File: src/rtl/regfile_wb_ctrl_pkg.sv
// Shared widths and defaults for the register-file writeback controller.
package regfile_wb_ctrl_pkg;

    localparam int REG_ADDR_W    = 5;
    localparam int XLEN          = 32;
    localparam int DEPTH_DEFAULT = 4;

    typedef struct packed {
        logic [REG_ADDR_W-1:0] rd;
        logic [XLEN-1:0]       data;
    } wb_req_t;

endpackage

File: src/rtl/wb_tag_fifo.sv
// In-order FIFO of destination-register tags for loads outstanding in the cache.
// Exposes every slot with a valid bit so the parent can compare against all pending tags.
module wb_tag_fifo
    import regfile_wb_ctrl_pkg::*;
#(
    parameter int DEPTH = DEPTH_DEFAULT,
    parameter int CW    = $clog2(DEPTH + 1)
) (
    input  logic                                CLK,
    input  logic                                RST,
    input  logic                                push,
    input  logic [REG_ADDR_W-1:0]               push_tag,
    input  logic                                pop,
    output logic [REG_ADDR_W-1:0]               head_tag,
    output logic [CW-1:0]                       count,
    output logic [DEPTH-1:0]                    entry_valid,
    output logic [DEPTH-1:0][REG_ADDR_W-1:0]    entry_tag
);

    localparam int PW = (DEPTH > 1) ? $clog2(DEPTH) : 1;

    logic [PW-1:0]         rd_ptr_reg;
    logic [PW-1:0]         wr_ptr_reg;
    logic [CW-1:0]         count_reg;
    logic [REG_ADDR_W-1:0] tag_mem [DEPTH];

    // DEPTH is a power of two, so natural pointer overflow is the modulo wrap.
    always_ff @(posedge CLK or negedge RST) begin
        if (!RST) begin
            rd_ptr_reg <= '0;
            wr_ptr_reg <= '0;
            count_reg  <= '0;
        end else begin
            if (push)
                wr_ptr_reg <= wr_ptr_reg + 1'b1;
            if (pop)
                rd_ptr_reg <= rd_ptr_reg + 1'b1;
            case ({push, pop})
                2'b10:   count_reg <= count_reg + 1'b1;
                2'b01:   count_reg <= count_reg - 1'b1;
                default: count_reg <= count_reg;
            endcase
        end
    end

    // Tag storage needs no reset: slots outside the valid window are masked.
    always_ff @(posedge CLK) begin
        if (push)
            tag_mem[wr_ptr_reg] <= push_tag;
    end

    generate
        for (genvar gi = 0; gi < DEPTH; gi++) begin : g_slot
            logic [PW-1:0] offs;
            assign offs            = PW'(gi) - rd_ptr_reg;
            assign entry_valid[gi] = (CW'(offs) < count_reg);
            assign entry_tag[gi]   = tag_mem[gi];
        end
    endgenerate

    assign head_tag = tag_mem[rd_ptr_reg];
    assign count    = count_reg;

endmodule

File: src/rtl/regfile_wb_ctrl.sv
// Register-file write-port arbiter: load returns beat ALU results, ALU writes to a
// register with a load in flight are held off, and the chosen write is registered.
module regfile_wb_ctrl
    import regfile_wb_ctrl_pkg::*;
#(
    parameter int DEPTH = DEPTH_DEFAULT
) (
    input  logic                  CLK,
    input  logic                  RST,
    input  logic                  alu_valid,
    input  logic [REG_ADDR_W-1:0] alu_rd,
    input  logic [XLEN-1:0]       alu_data,
    output logic                  alu_ready,
    input  logic                  ld_issue,
    input  logic [REG_ADDR_W-1:0] ld_issue_rd,
    output logic                  ld_issue_ready,
    input  logic                  ld_ret_valid,
    input  logic [XLEN-1:0]       ld_ret_data,
    input  logic [REG_ADDR_W-1:0] rs1,
    input  logic [REG_ADDR_W-1:0] rs2,
    output logic                  busy1,
    output logic                  busy2,
    output logic [REG_ADDR_W-1:0] A3,
    output logic [XLEN-1:0]       WD3,
    output logic                  WE3,
    output logic                  err
);

    localparam int CW = $clog2(DEPTH + 1);

    logic [REG_ADDR_W-1:0]            head_tag;
    logic [CW-1:0]                    count;
    logic [DEPTH-1:0]                 entry_valid;
    logic [DEPTH-1:0][REG_ADDR_W-1:0] entry_tag;
    logic [DEPTH-1:0]                 match1;
    logic [DEPTH-1:0]                 match2;
    logic [DEPTH-1:0]                 match_alu;

    logic    q_full;
    logic    q_empty;
    logic    do_pop;
    logic    do_push;
    logic    alu_acc;
    wb_req_t wb_next;

    wb_tag_fifo #(.DEPTH(DEPTH), .CW(CW)) u_fifo (
        .CLK         (CLK),
        .RST         (RST),
        .push        (do_push),
        .push_tag    (ld_issue_rd),
        .pop         (do_pop),
        .head_tag    (head_tag),
        .count       (count),
        .entry_valid (entry_valid),
        .entry_tag   (entry_tag)
    );

    generate
        for (genvar gi = 0; gi < DEPTH; gi++) begin : g_cmp
            assign match1[gi]    = entry_valid[gi] && (entry_tag[gi] == rs1);
            assign match2[gi]    = entry_valid[gi] && (entry_tag[gi] == rs2);
            assign match_alu[gi] = entry_valid[gi] && (entry_tag[gi] == alu_rd);
        end
    endgenerate

    assign busy1 = (|match1) && (rs1 != '0);
    assign busy2 = (|match2) && (rs2 != '0);

    assign q_full         = (count == CW'(DEPTH));
    assign q_empty        = (count == '0);
    assign ld_issue_ready = (count < CW'(DEPTH));

    // A full queue can still take an issue when the head retires in the same cycle.
    assign do_pop    = ld_ret_valid && !q_empty;
    assign do_push   = ld_issue && (!q_full || do_pop);
    assign alu_ready = !ld_ret_valid && !(|match_alu);
    assign alu_acc   = alu_valid && alu_ready;

    always_comb begin
        wb_next.rd   = alu_rd;
        wb_next.data = alu_data;
        if (do_pop) begin
            wb_next.rd   = head_tag;
            wb_next.data = ld_ret_data;
        end
    end

    always_ff @(posedge CLK or negedge RST) begin
        if (!RST) begin
            WE3 <= 1'b0;
            A3  <= '0;
            WD3 <= '0;
            err <= 1'b0;
        end else begin
            WE3 <= 1'b0;
            if (do_pop || alu_acc) begin
                A3  <= wb_next.rd;
                WD3 <= wb_next.data;
                WE3 <= (wb_next.rd != '0);
            end
            if ((ld_issue && q_full && !do_pop) || (ld_ret_valid && q_empty))
                err <= 1'b1;
        end
    end

endmodule
File: config.mk
export PLATFORM = sky130hd
export DESIGN_NAME = regfile_wb_ctrl
export DESIGN_NICKNAME = d
export VERILOG_FILES = /design/src/rtl/regfile_wb_ctrl_pkg.sv /design/src/rtl/wb_tag_fifo.sv /design/src/rtl/regfile_wb_ctrl.sv
export SDC_FILE = /design/constraint.sdc
export NUM_CORES = 1
export LEC_CHECK = 0
export BUFFER_PORTS_ARGS = -buffer_cell sky130_fd_sc_hd__buf_2
export CAP_MARGIN = 20
export CORE_ASPECT_RATIO = 0.8
export CORE_UTILIZATION = 55
export CTS_CLUSTER_DIAMETER = 50
export DETAILED_ROUTE_END_ITERATION = 7
export PLACE_DENSITY = 0.86
export SYNTH_ARGS = -nofsm -noshare
export SYNTH_HDL_FRONTEND = slang
export SYNTH_SLANG_ARGS = --single-unit
File: constraint.sdc
create_clock -name CLK -period 4.65 [get_ports CLK]
set_input_delay 0.465 -clock CLK [delete_from_list [all_inputs] [get_ports CLK]]
set_output_delay 0.465 -clock CLK [all_outputs]
set_load 0.03 [all_outputs]
## After elaboration in Yosys (flattened, before gate mapping)

Memories as Yosys holds them, arrays and structs flattened.
Cells that the tools add are included.

| operators by class | value |
|---|---|
| $add $sub $neg | 8 |
| multiply operators | 0 |
| divide/modulo/power cells | 0 |
| $lt $le $gt $ge | 5 |
| equality and inequality tests | 15 |
| shift-type cells | 0 |
| muxes and demuxes | 5 |
| bitwise logic cells | 0 |
| reduce and logical (&&, ||, !) cells | 37 |

Operator list:

| cell | number |
|---|---|
| 5-bit equality test | 12 |
| 37-bit two-way mux | 1 |
| 1-bit logical AND | 21 |
| 5-bit nonzero test | 3 |
| 2-bit by 3-bit < comparator with 1-bit output | 4 |
| 4-bit OR reduction | 3 |
| 3-bit one-hot mux with 2 select lines | 1 |
| 1-bit logical NOT | 5 |
| 2-bit by 1-bit adder with 2-bit output, second input constant | 2 |
| 1-bit by 2-bit subtractor with 2-bit output, first input constant | 2 |
| 2-bit subtractor, first input constant | 2 |
| 3-bit by 1-bit adder with 3-bit output, second input constant | 1 |
| 3-bit equality test, second input constant | 1 |
| 3-bit logical NOT | 1 |
| 1-bit logical OR | 3 |
| 3-bit < comparator, second input constant | 1 |
| 1-bit two-way mux | 3 |
| 3-bit by 1-bit subtractor with 3-bit output, second input constant | 1 |
| 2-bit by 1-bit equality test with 1-bit output, second input constant | 1 |
| 2-bit equality test, second input constant | 1 |
| 2-bit nonzero test | 1 |

| storage, ports and cells | value |
|---|---|
| bits in registers | 46 |
| latch bits | 0 |
| RAM bits | 20 |
| bits in read-only memories | 0 |
| input port bits | 89 |
| output and inout port bits | 43 |
| word-level logic and storage cells | 78 |
| memories kept | 1 |

Memory list:

| name | depth | width | read ports | clocked after memory_dff | wr ports | RTL line | source |
|---|---|---|---|---|---|---|---|
| u_fifo.tag_mem | 4 | 5 | 5 | 0 | 1 | wb_tag_fifo.sv:25 | `logic [REG_ADDR_W-1:0] tag_mem [DEPTH];` |

## Logic depth before layout (Yosys ltp)

Gate-level depths: netlist (run 1).

| depth | value |
|---|---|
| depth in word-level cells | 9 |
| mapped depth | 11 |
| mapped depth without buffers | 10 |

## Cells and area by module

Synthesis (run 1) repeated with hierarchy kept, for this count alone.

| unflattened totals | value |
|---|---|
| cells, all modules | 366 |
| area, all modules | 3877.5 um2 |

Modules (own cells, without submodules):

| module | instances | cells each | area an instance (um2) | sequential area each (um2) |
|---|---|---|---|---|
| regfile_wb_ctrl | 1 | 287 | 2640.0 | 975.9 |
| wb_tag_fifo | 1 | 79 | 1237.4 | 775.7 |

## Least setup slack after synthesis (run 1)

No wires, ideal clock.

| timing | value |
|---|---|
| kind | reg2reg |
| start point | reg u_fifo.rd_ptr_reg[1] |
| end point | reg A3[0] |
| setup time | 0.126 ns |
| arrival | 2.646 ns |
| required time | 4.524 ns |
| slack | 1.878 ns |
| stages on the path, launching flop included | 11 |
| path buffers | 2 |
| period minus slack after synthesis | 2.772 ns |
| cells stage by stage | dfrtp_1 > clkbuf_1 > xor2_1 > ha_1 > nor2b_1 > a22o_1 > nor4_4 > nor4_4 > a21oi_4 > buf_6 > a221o_1 |

| between the ends | value |
|---|---|
| cells in the longest elaborated chain, start to end | 8 |
| elaborated cells between the ends (all ways) | 19 |
| those cells by class | add/sub: 4; order compare: 4; mux: 1; reduce/logical: 9; memory: 1 |

RTL lines:

| element | RTL line | source |
|---|---|---|
| start: declaration | wb_tag_fifo.sv:22 | `logic [PW-1:0] rd_ptr_reg;` |
| start signal: assignment | wb_tag_fifo.sv:37 | `rd_ptr_reg <= rd_ptr_reg + 1'b1;` |
| 1-bit by 2-bit subtractor with 2-bit output or 2-bit subtractor (tied branches) | wb_tag_fifo.sv:55 | `assign offs = PW'(gi) - rd_ptr_reg;` |
| 2-bit by 3-bit < comparator with 1-bit output | wb_tag_fifo.sv:56 | `assign entry_valid[gi] = (CW'(offs) < count_reg);` |
| 1-bit logical AND | regfile_wb_ctrl.sv:62 | `assign match_alu[gi] = entry_valid[gi] && (entry_tag[gi] == alu_rd);` |
| 4-bit OR reduction * | regfile_wb_ctrl.sv:76 | `assign alu_ready = !ld_ret_valid && !(\|match_alu);` |
| 1-bit logical NOT * | regfile_wb_ctrl.sv:76 |  |
| 1-bit logical AND * | regfile_wb_ctrl.sv:76 |  |
| named net alu_ready | regfile_wb_ctrl.sv:13 | `output logic alu_ready,` |
| 1-bit logical AND * | regfile_wb_ctrl.sv:77 | `assign alu_acc = alu_valid && alu_ready;` |
| 1-bit logical OR * | regfile_wb_ctrl.sv:96 | `if (do_pop \|\| alu_acc) begin` |
| end signal: assignment | regfile_wb_ctrl.sv:97 | `A3 <= wb_next.rd;` |
| end: declaration | regfile_wb_ctrl.sv:23 | `output logic [REG_ADDR_W-1:0] A3,` |

The timed path passes the listed nets; every way through them passes the cells marked *.
A chain may end at the register's enable or synchronous reset.

## Final worst setup path (run 1)

| timing | value |
|---|---|
| start point | reg u_fifo.rd_ptr_reg[0] |
| end point | reg WD3[15] |

| between the ends | value |
|---|---|
| cells in the longest elaborated chain, start to end | 8 |
| elaborated cells between the ends (all ways) | 17 |
| those cells by class | add/sub: 4; order compare: 4; reduce/logical: 9 |

RTL lines:

| element | RTL line | source |
|---|---|---|
| 1-bit by 2-bit subtractor with 2-bit output or 2-bit subtractor (tied branches) | wb_tag_fifo.sv:55 |  |
| 2-bit by 3-bit < comparator with 1-bit output | wb_tag_fifo.sv:56 |  |
| 1-bit logical AND | regfile_wb_ctrl.sv:62 |  |
| 4-bit OR reduction * | regfile_wb_ctrl.sv:76 |  |
| 1-bit logical NOT * | regfile_wb_ctrl.sv:76 |  |
| 1-bit logical AND * | regfile_wb_ctrl.sv:76 |  |
| 1-bit logical AND * | regfile_wb_ctrl.sv:77 |  |
| 1-bit logical OR * | regfile_wb_ctrl.sv:96 |  |
| end signal: assignment | regfile_wb_ctrl.sv:98 | `WD3 <= wb_next.data;` |
| end: declaration | regfile_wb_ctrl.sv:24 | `output logic [XLEN-1:0] WD3,` |

Every way passes the cells marked *; elsewhere a longest branch is shown, timed or not.

==> results of run 1 <==
final timing paths:
check / endpoint / from
min: WD3[20] / RST
min reg2reg: err / err
max reg2reg: WD3[15] / u_fifo.rd_ptr_reg[0]
max in group asynchronous: u_fifo.rd_ptr_reg[1] / RST
max: WD3[15] / u_fifo.rd_ptr_reg[0]
min in group CLK: u_fifo.tag_mem[3][3] / ld_issue_rd[3]
Yosys cell counts, drive strengths merged, types with 6 or more instances:
library cell and instances:
dfrtp 46, and2 42, a221o 37, xnor2 37, xor2 30, edfxtp 20
buf 14, clkbuf 14, nor4 13, nand3 11, inv 10, ha 9
nor2 8, a21oi 6
power by group:
group          leakage [nW]  switching (mW)  total, mW  internal [mW]
clock network         0.109           0.224      0.506          0.283
registers             0.729           0.177      0.964          0.787
logic                  1.28           0.722       1.20          0.474
total                  2.12            1.12       2.67           1.54
critical path, stage by stage, from the launching register on:
cell and delay, ns:
dfrtp_1 0.60, xor2_1 0.24, ha_1 0.27, nor2b_1 0.13, a22o_1 0.27, nor4_4 0.34
nor4_4 0.11, a21oi_4 0.79, a221o_1 0.28
cell usage in the layout, fill, tap and decap left out, types with 2 or more instances in the layout:
master	n
a21boi_1	2
ha_1	9
or4_1	2
xnor2_1	37
nor4_1	10
xor2_1	30
nor4_4	3
edfxtp_1	20
inv_1	9
nor3_1	3
o21ai_0	4
nand3_1	11
buf_2	131
dfrtp_1	46
and2_1	41
nor2_1	8
a21oi_2	2
a221o_1	37
mux4_1	5
a21oi_1	3
nand2_1	5
clkbuf_8	9
layout make-up:
class	count	area share, %
flip-flops and latches	66	37.1
clock buffers	11	3.24
clock inverters	5	1.25
inverters	10	0.796
multi-input cells	224	40.8
well taps	87	2.31
repair buffers	133	14.5
routing by layer:
| layer | wire length, um | part of all wire [%] |
|---|---|---|
| met1 | 3820 | 41 |
| met2 | 4520 | 48 |
| met3 | 920 | 9.8 |
| met4 | 84 | 0.90 |
| met5 | 0 | 0 |
metrics by stage:
stage | setup slack (ns) | power [mW] | hold WS [ns]
2_1_floorplan | 1.88 | 1.84 | 0.169
3_3_place_gp | 1.69 | 2.12 | 0.444
3_5_place_dp | 1.59 | 2.16 | 0.443
4_1_cts | 1.56 | 2.68 | 0.327
5_1_grt | 1.33 | 2.83 | 0.118
6_report | 1.55 | 2.67 | 0.0889
cells by family after synthesis:
group	count (synthesis)	share of synthesized area [%]
and+or+nand+nor	86	13.7
xor gates and xnor gates	67	15.0
DFF	66	44.6
AOI/OAI and AO/OA	56	13.6
buffers and inverters	38	6.41
adders and majority gates	10	3.38
muxes	5	3.35
==> summary.md, run 1 <==
| Metric | Value |
|---|---|
| DIE HEIGHT | `77.5 um` |
| Vias | `3017` |
| Layout cells sized above 1 | `between 30% and 40%` |
| GR Overflow Total | `0` |
| WL final | `9340 um` |
| Met3 Track Usage GR | `6.37%` |
| GRT met2 Usage | `41.8%` |
| Multi-input logic area | `1920 um2` |
| Clk Latency, worst-skew pair | `0.34 ns` |
| Hold Path Class | `in2async` |
| CTS max path bufs | `2` |
| Post-DP Area | `between 4000 and 5000 um2` |
| Post-synth top flop | `dfrtp_1` |
| Post-synth top area share | `just under 30%` |
| Peak Freq | `322 MHz` |
| Relative slew slack | `approximately 34%` |
| Pleak | `~2.1 nW` |
| Post-synth EDFFs | `20` |
| Synth unique cells | `37` |
| # fillers | `523` |
| Diodes inserted | `0` |
| Sink Count | `66` |
| Cts bufs inserted | `9` |
| CP Launch Type | `flop` |
| Setup violators final | `0` |
| Arrival time at the worst endpoint | `3.37 ns` |
| Min cycle time layout | `~3.1 ns` |
| Port bufs | `131` |
| Nets | `~540` |
| Cts repair resizes | `0` |
| Biggest register | `WD3` |
| FF+latch area | `approximately 1800 um2` |
| Layer with the highest usage | `met2` |
| Peak supply drop | `0.000323 V` |
| Drt first pass iters | `4` |
| CTS Hold Bufs | `0` |
| H-tree depth | `3` |
| Post-route core utilization | `68.4%` |
| First-pass GRT wire length | `around 14000 um` |
| Vias per inst | `5.63` |
| Tightest Pin Transition | `roughly 0.99 ns` |
| Area Growth Syn to Fin | `20.2%` |
| Sequential cell area fraction in the yosys report | `44.6%` |
| Async SR Flop Fraction | `a little over two thirds` |
| Status | `complete, no violations` |
| Average wire per standard cell | `~17 um` |
| Skew final | `0.00577 ns` |
| Synthesized area per cell | `12.0 um2` |
| Syn_nets | `427` |
| Worst Path Class, Setup | `reg2reg` |
| Die area | `7480 um2` |
| Cell Rows | `27` |
| Post-Syn Area | `a little under 4000 um2` |
| Total setup buffers inserted after CTS | `0` |
| HPWL Detailed | `6920 um` |
| FF-to-FF setup slack | `1.55 ns` |
| Die X | `96.4 um` |
| Setup TNS | `0 ns` |
| Initial core utilization | `between 50% and 60%` |
| Grt met1 use | `around a third` |
| Synthesis-stage register bit count | `between 60 and 70` |
| Antenna violations before repair | `0` |
| CTS tree | `yes` |
| GP Congestion | `1.01` |
| CTS root buf | `clkbuf_8` |
| Ports | `~130` |
| Pwr/cell area | `565 nW/um2` |
| Clock Pin Slew Worst Setup and Hold Paths | `0.07 ns` |
| Maxcap violations | `0` |
| RSZ-0062 raised after global routing | `false` |
| DRC viols | `0` |
| Largest registers | `WD3: 32 flops, u_fifo.tag_mem: 20 flops, A3: 5 flops` |
| Mapped Cells | `328` |
| Hold Fails Final Rpt | `0` |
| Slew Limit Fails | `0` |
| Final Cycle Share | `66.8%` |
| Largest register FFs | `32` |
| Synth area leader | `dfrtp_1` |
| R2R depth | `8` |
| Core footprint | `between 6000 and 7000 um2` |
| Largest net degree at the start of global routing | `47` |
| Warnings from Yosys | `0` |
| Worst-path maximum fanout | `37` |
| Synth area leaders | `dfrtp_1 29%, edfxtp_1 15%, a221o_1 9.4%` |
| Crit end category | `flop` |
| Final cell count without fillers | `536` |
| ANT nets after route | `0` |
| All-Layer GR Usage | `25.6%` |
| Worst EP required | `4.92 ns` |
| Post-Place Cells | `519` |
| Final Instance Area | `4720 um2` |
| Vias in the first global route | `2973` |
| Drt initial violations | `199` |
(Power assumes the default switching activity.)
==> inputs of run 2 (changes only) <==
- CORE_UTILIZATION: 55 -> 51
- PLACE_DENSITY: 0.86 -> 0.81
- clock period: 4.65 -> 3.1 ns (I/O delays scaled with it)
==> run 2 against run 1 <==
Register-to-register slack worse by 1.2 ns. Non-clock buffer count is 3 higher. Final area is 2.3% higher. Cell count is 4.1% higher. Utilization down 3.5 points. Total power up 56%. Clock power is 77% higher. Clock skew rose by 0.0041 ns. Combinational power grew 53%. Sequential share of layout area fell by 0.83 points. Flip-flop and latch count is the same. Critical endpoint is now alu_ready. Largest cell class unchanged.
==> summary.md, run 2 (same netlist as run 1, synthesis figures left out) <==
| Metric | Value |
|---|---|
| CP cell instances | `xor2_1 > ha_1 > nor2b_1 > a22o_1 > nor4_4 > nor4_4 > buf_2` |
| Max incr delay on CP | `0.52 ns (-0.27 ns)` |
| H-tree depth | `3 (unchanged)` |
| Switching fraction of total power | `40.9% (-1.2 points)` |
| HPWL Detailed | `7170 um (+3.6%)` |
| CP Launch Type | `flop` |
| GR Overflow Total | `0 (unchanged)` |
| Nets | `547 (+0.74%)` |
| Area Growth Syn to Fin | `23.0%` |
| Commonest non-fill, non-tap cell in the layout | `buf_2` |
| Drt initial violations | `193 (-3.0%)` |
| Worst EP required | `2.79 ns (-2.13 ns)` |
| Vias | `3041 (+0.80%)` |
| Arrival time at the worst endpoint | `2.59 ns (-0.78 ns)` |
| Grt met1 use | `30.7% (-2.8 points)` |
| First-pass GRT wire length | `14800 um (+2.3%)` |
| Most frequent cell on the critical path | `nor4_4` |
| Cell Rows | `28 (+3.7%)` |
| ANT nets after route | `0 (unchanged)` |
| Status | `complete, no violations` |
| Vias per inst | `5.45 (-3.2%)` |
| Sink Count | `66 (unchanged)` |
| CTS root buf | `clkbuf_8` |
| Maxcap violations | `0 (unchanged)` |
| Die X | `100 um (+3.8%)` |
| Setup violators final | `0 (unchanged)` |
| Pwr/cell area | `865 nW/um2 (+53%)` |
| CTS max path bufs | `2 (unchanged)` |
| Most frequent cells in the layout | `131 x buf_2, 46 x dfrtp_1, 41 x and2_1` |
| Layer with the highest usage | `met2` |
| DRC viols | `0 (unchanged)` |
| Post-route core utilization | `65.0% (-3.5 points)` |
| Pint | `2.46 mW (+60%)` |
| Crit-path slowest cell | `nor4_4` |
| Final Cycle Share | `93.7%` |
| Diodes inserted | `0 (unchanged)` |
| All-Layer GR Usage | `24.3% (-1.3 points)` |
| Initial core utilization | `52.8% (-4.1 points)` |
| GP Congestion | `0.951 (-5.6%)` |
| WL final | `9820 um (+5.1%)` |
| Post-DP Area | `4520 um2 (+0.84%)` |
| Critical Path Sink | `alu_ready` |
| Sw Pwr | `1.71 mW (+52%)` |
| Hold Path Class | `in2reg` |
| Final Instance Area | `4820 um2 (+2.3%)` |
| R2R depth | `8 (unchanged)` |
| Reg2Reg Capture Point | `WD3[15]` |
| Largest register FFs | `32 (unchanged)` |
| Clock power frac | `21.5% (+2.5 points)` |
| Slew Limit Fails | `0 (unchanged)` |
| Die area | `8050 um2 (+7.7%)` |
| Drt first pass iters | `4 (unchanged)` |
| Crit end category | `output port` |
| FF-to-FF setup slack | `0.33 ns (-1.22 ns)` |
| Tightest Pin Transition | `0.595 ns (-0.397 ns)` |
| Sequential share of power | `34.3% (-1.9 points)` |
| CTS tree | `yes` |
| Skew final | `0.00982 ns (+0.00405 ns)` |
| Hold Slack | `0.183 ns (+0.0940 ns)` |
| Worst-path maximum fanout | `9 (-76%)` |
| GRT met2 Usage | `40.8% (-1.1 points)` |
| Hold Fails Final Rpt | `0 (unchanged)` |
| DIE HEIGHT | `80.5 um (+3.8%)` |
| Relative slew slack | `60.3% (+27 points)` |
| # fillers | `595 (+14%)` |
| RR Startpoint | `u_fifo.rd_ptr_reg[1]` |
| Antenna violations before repair | `0 (unchanged)` |
| Clk Latency, worst-skew pair | `0.34 ns (about the same)` |
| Multi-input logic area | `1940 um2 (+0.84%)` |
| Combinational share of power | `44.2% (-0.6 points)` |
| Peak Freq | `344 MHz` |
| Core footprint | `7430 um2 (+7.8%)` |
| Largest registers | `WD3: 32 flops, u_fifo.tag_mem: 20 flops, A3: 5 flops` |
| Worst Path Class, Setup | `reg2out` |
| Biggest register | `WD3` |
| Vias in the first global route | `2925 (-1.6%)` |
| Largest net degree at the start of global routing | `47 (unchanged)` |
| Clock Pin Slew Worst Setup and Hold Paths | `0.08 ns (about the same)` |
| Layout cells sized above 1 | `35.5% (+0.35 points)` |
| Pleak | `2.15 nW (+1.7%)` |
| Cts bufs inserted | `9 (unchanged)` |
| Critical path launch point | `u_fifo.rd_ptr_reg[1]` |
| Peak supply drop | `0.000525 V (+62%)` |
| Met3 Track Usage GR | `7.14% (+0.76 points)` |
| Port bufs | `131 (unchanged)` |
| Ports | `132 (unchanged)` |
| WHS Path Cells | `1` |
| FF+latch area | `1750 um2 (unchanged)` |
| Min cycle time layout | `just under 3 ns` |
| Average wire per standard cell | `17.6 um (+0.96%)` |
[run 2: cell type report]
| cell class | count | share of cell area, % |
|---|---|---|
| multi-input combinational | 225 | 40.2 |
| sequential | 66 | 36.3 |
| timing repair buffer | 136 | 14.7 |
| clock buffer | 12 | 3.68 |
| tap | 105 | 2.72 |
| clock inverter | 4 | 1.61 |
| inverter | 10 | 0.778 |
[run 2: timing repair]
item	CTS	global route
hold buffers	0	1
resized for setup	0	1
buffers inserted	0	0
hold endpoints to repair	0	5
endpoints found under the setup margin	0	37
[run 2: stage by stage]
step | power (mW) | setup TNS (ns) | cells | setup WS (ns)
finish | 4.17 | 0 | 558 | 0.196
global route | 4.42 | -0.00257 | 558 | -0.00257
CTS | 4.17 | 0 | 555 | 0.0596
detailed placement | 3.27 | 0 | 539 | 0.0555
global placement | 3.19 | 0 | 539 | 0.203
floorplan | 2.77 | 0 | 328 | 0.328
[run 2: critical path, delay by kind of cell (launching register included)]
kind                     cells  cell delay [ns]
flip-flops                   1             0.50
AO/OA/AOI/OAI                1             0.23
adder cells (fa/ha/maj)      1             0.29
buffers and inverters        1             0.31
XOR/XNOR                     1             0.21
AND/OR/NAND/NOR              3             0.72
[run 2: worst min-delay path by stage]
| stage | startpoint | to | slack (ns) |
|---|---|---|---|
| after floorplan | RST | A3[0] | 0.01 |
| final | ld_issue_rd[4] | u_fifo.tag_mem[2][4] | 0.18 |
| after detailed placement | err | err | 0.44 |
| after global routing | ld_issue_rd[4] | u_fifo.tag_mem[0][4] | 0.17 |
| after global placement | err | err | 0.44 |
| after CTS | ld_issue_rd[4] | u_fifo.tag_mem[2][4] | 0.17 |
[run 2: power groups by stage]
| stage | logic [mW] | clock network, mW | registers [mW] |
|---|---|---|---|
| 3_5_place_dp | 1.83 | 0 | 1.44 |
| 5_1_grt | 2.00 | 0.957 | 1.46 |
| 6_report | 1.84 | 0.897 | 1.43 |
| 2_1_floorplan | 1.05 | 0 | 1.72 |
| 4_1_cts | 1.83 | 0.911 | 1.43 |
| 3_3_place_gp | 1.77 | 0 | 1.42 |
[run 2: metal layers]
metal,up-vias,part of all wire [%]
li1,1420,-
met2,116,49
met5,-,0
met1,1493,43
met3,12,7.0
met4,0,1.3
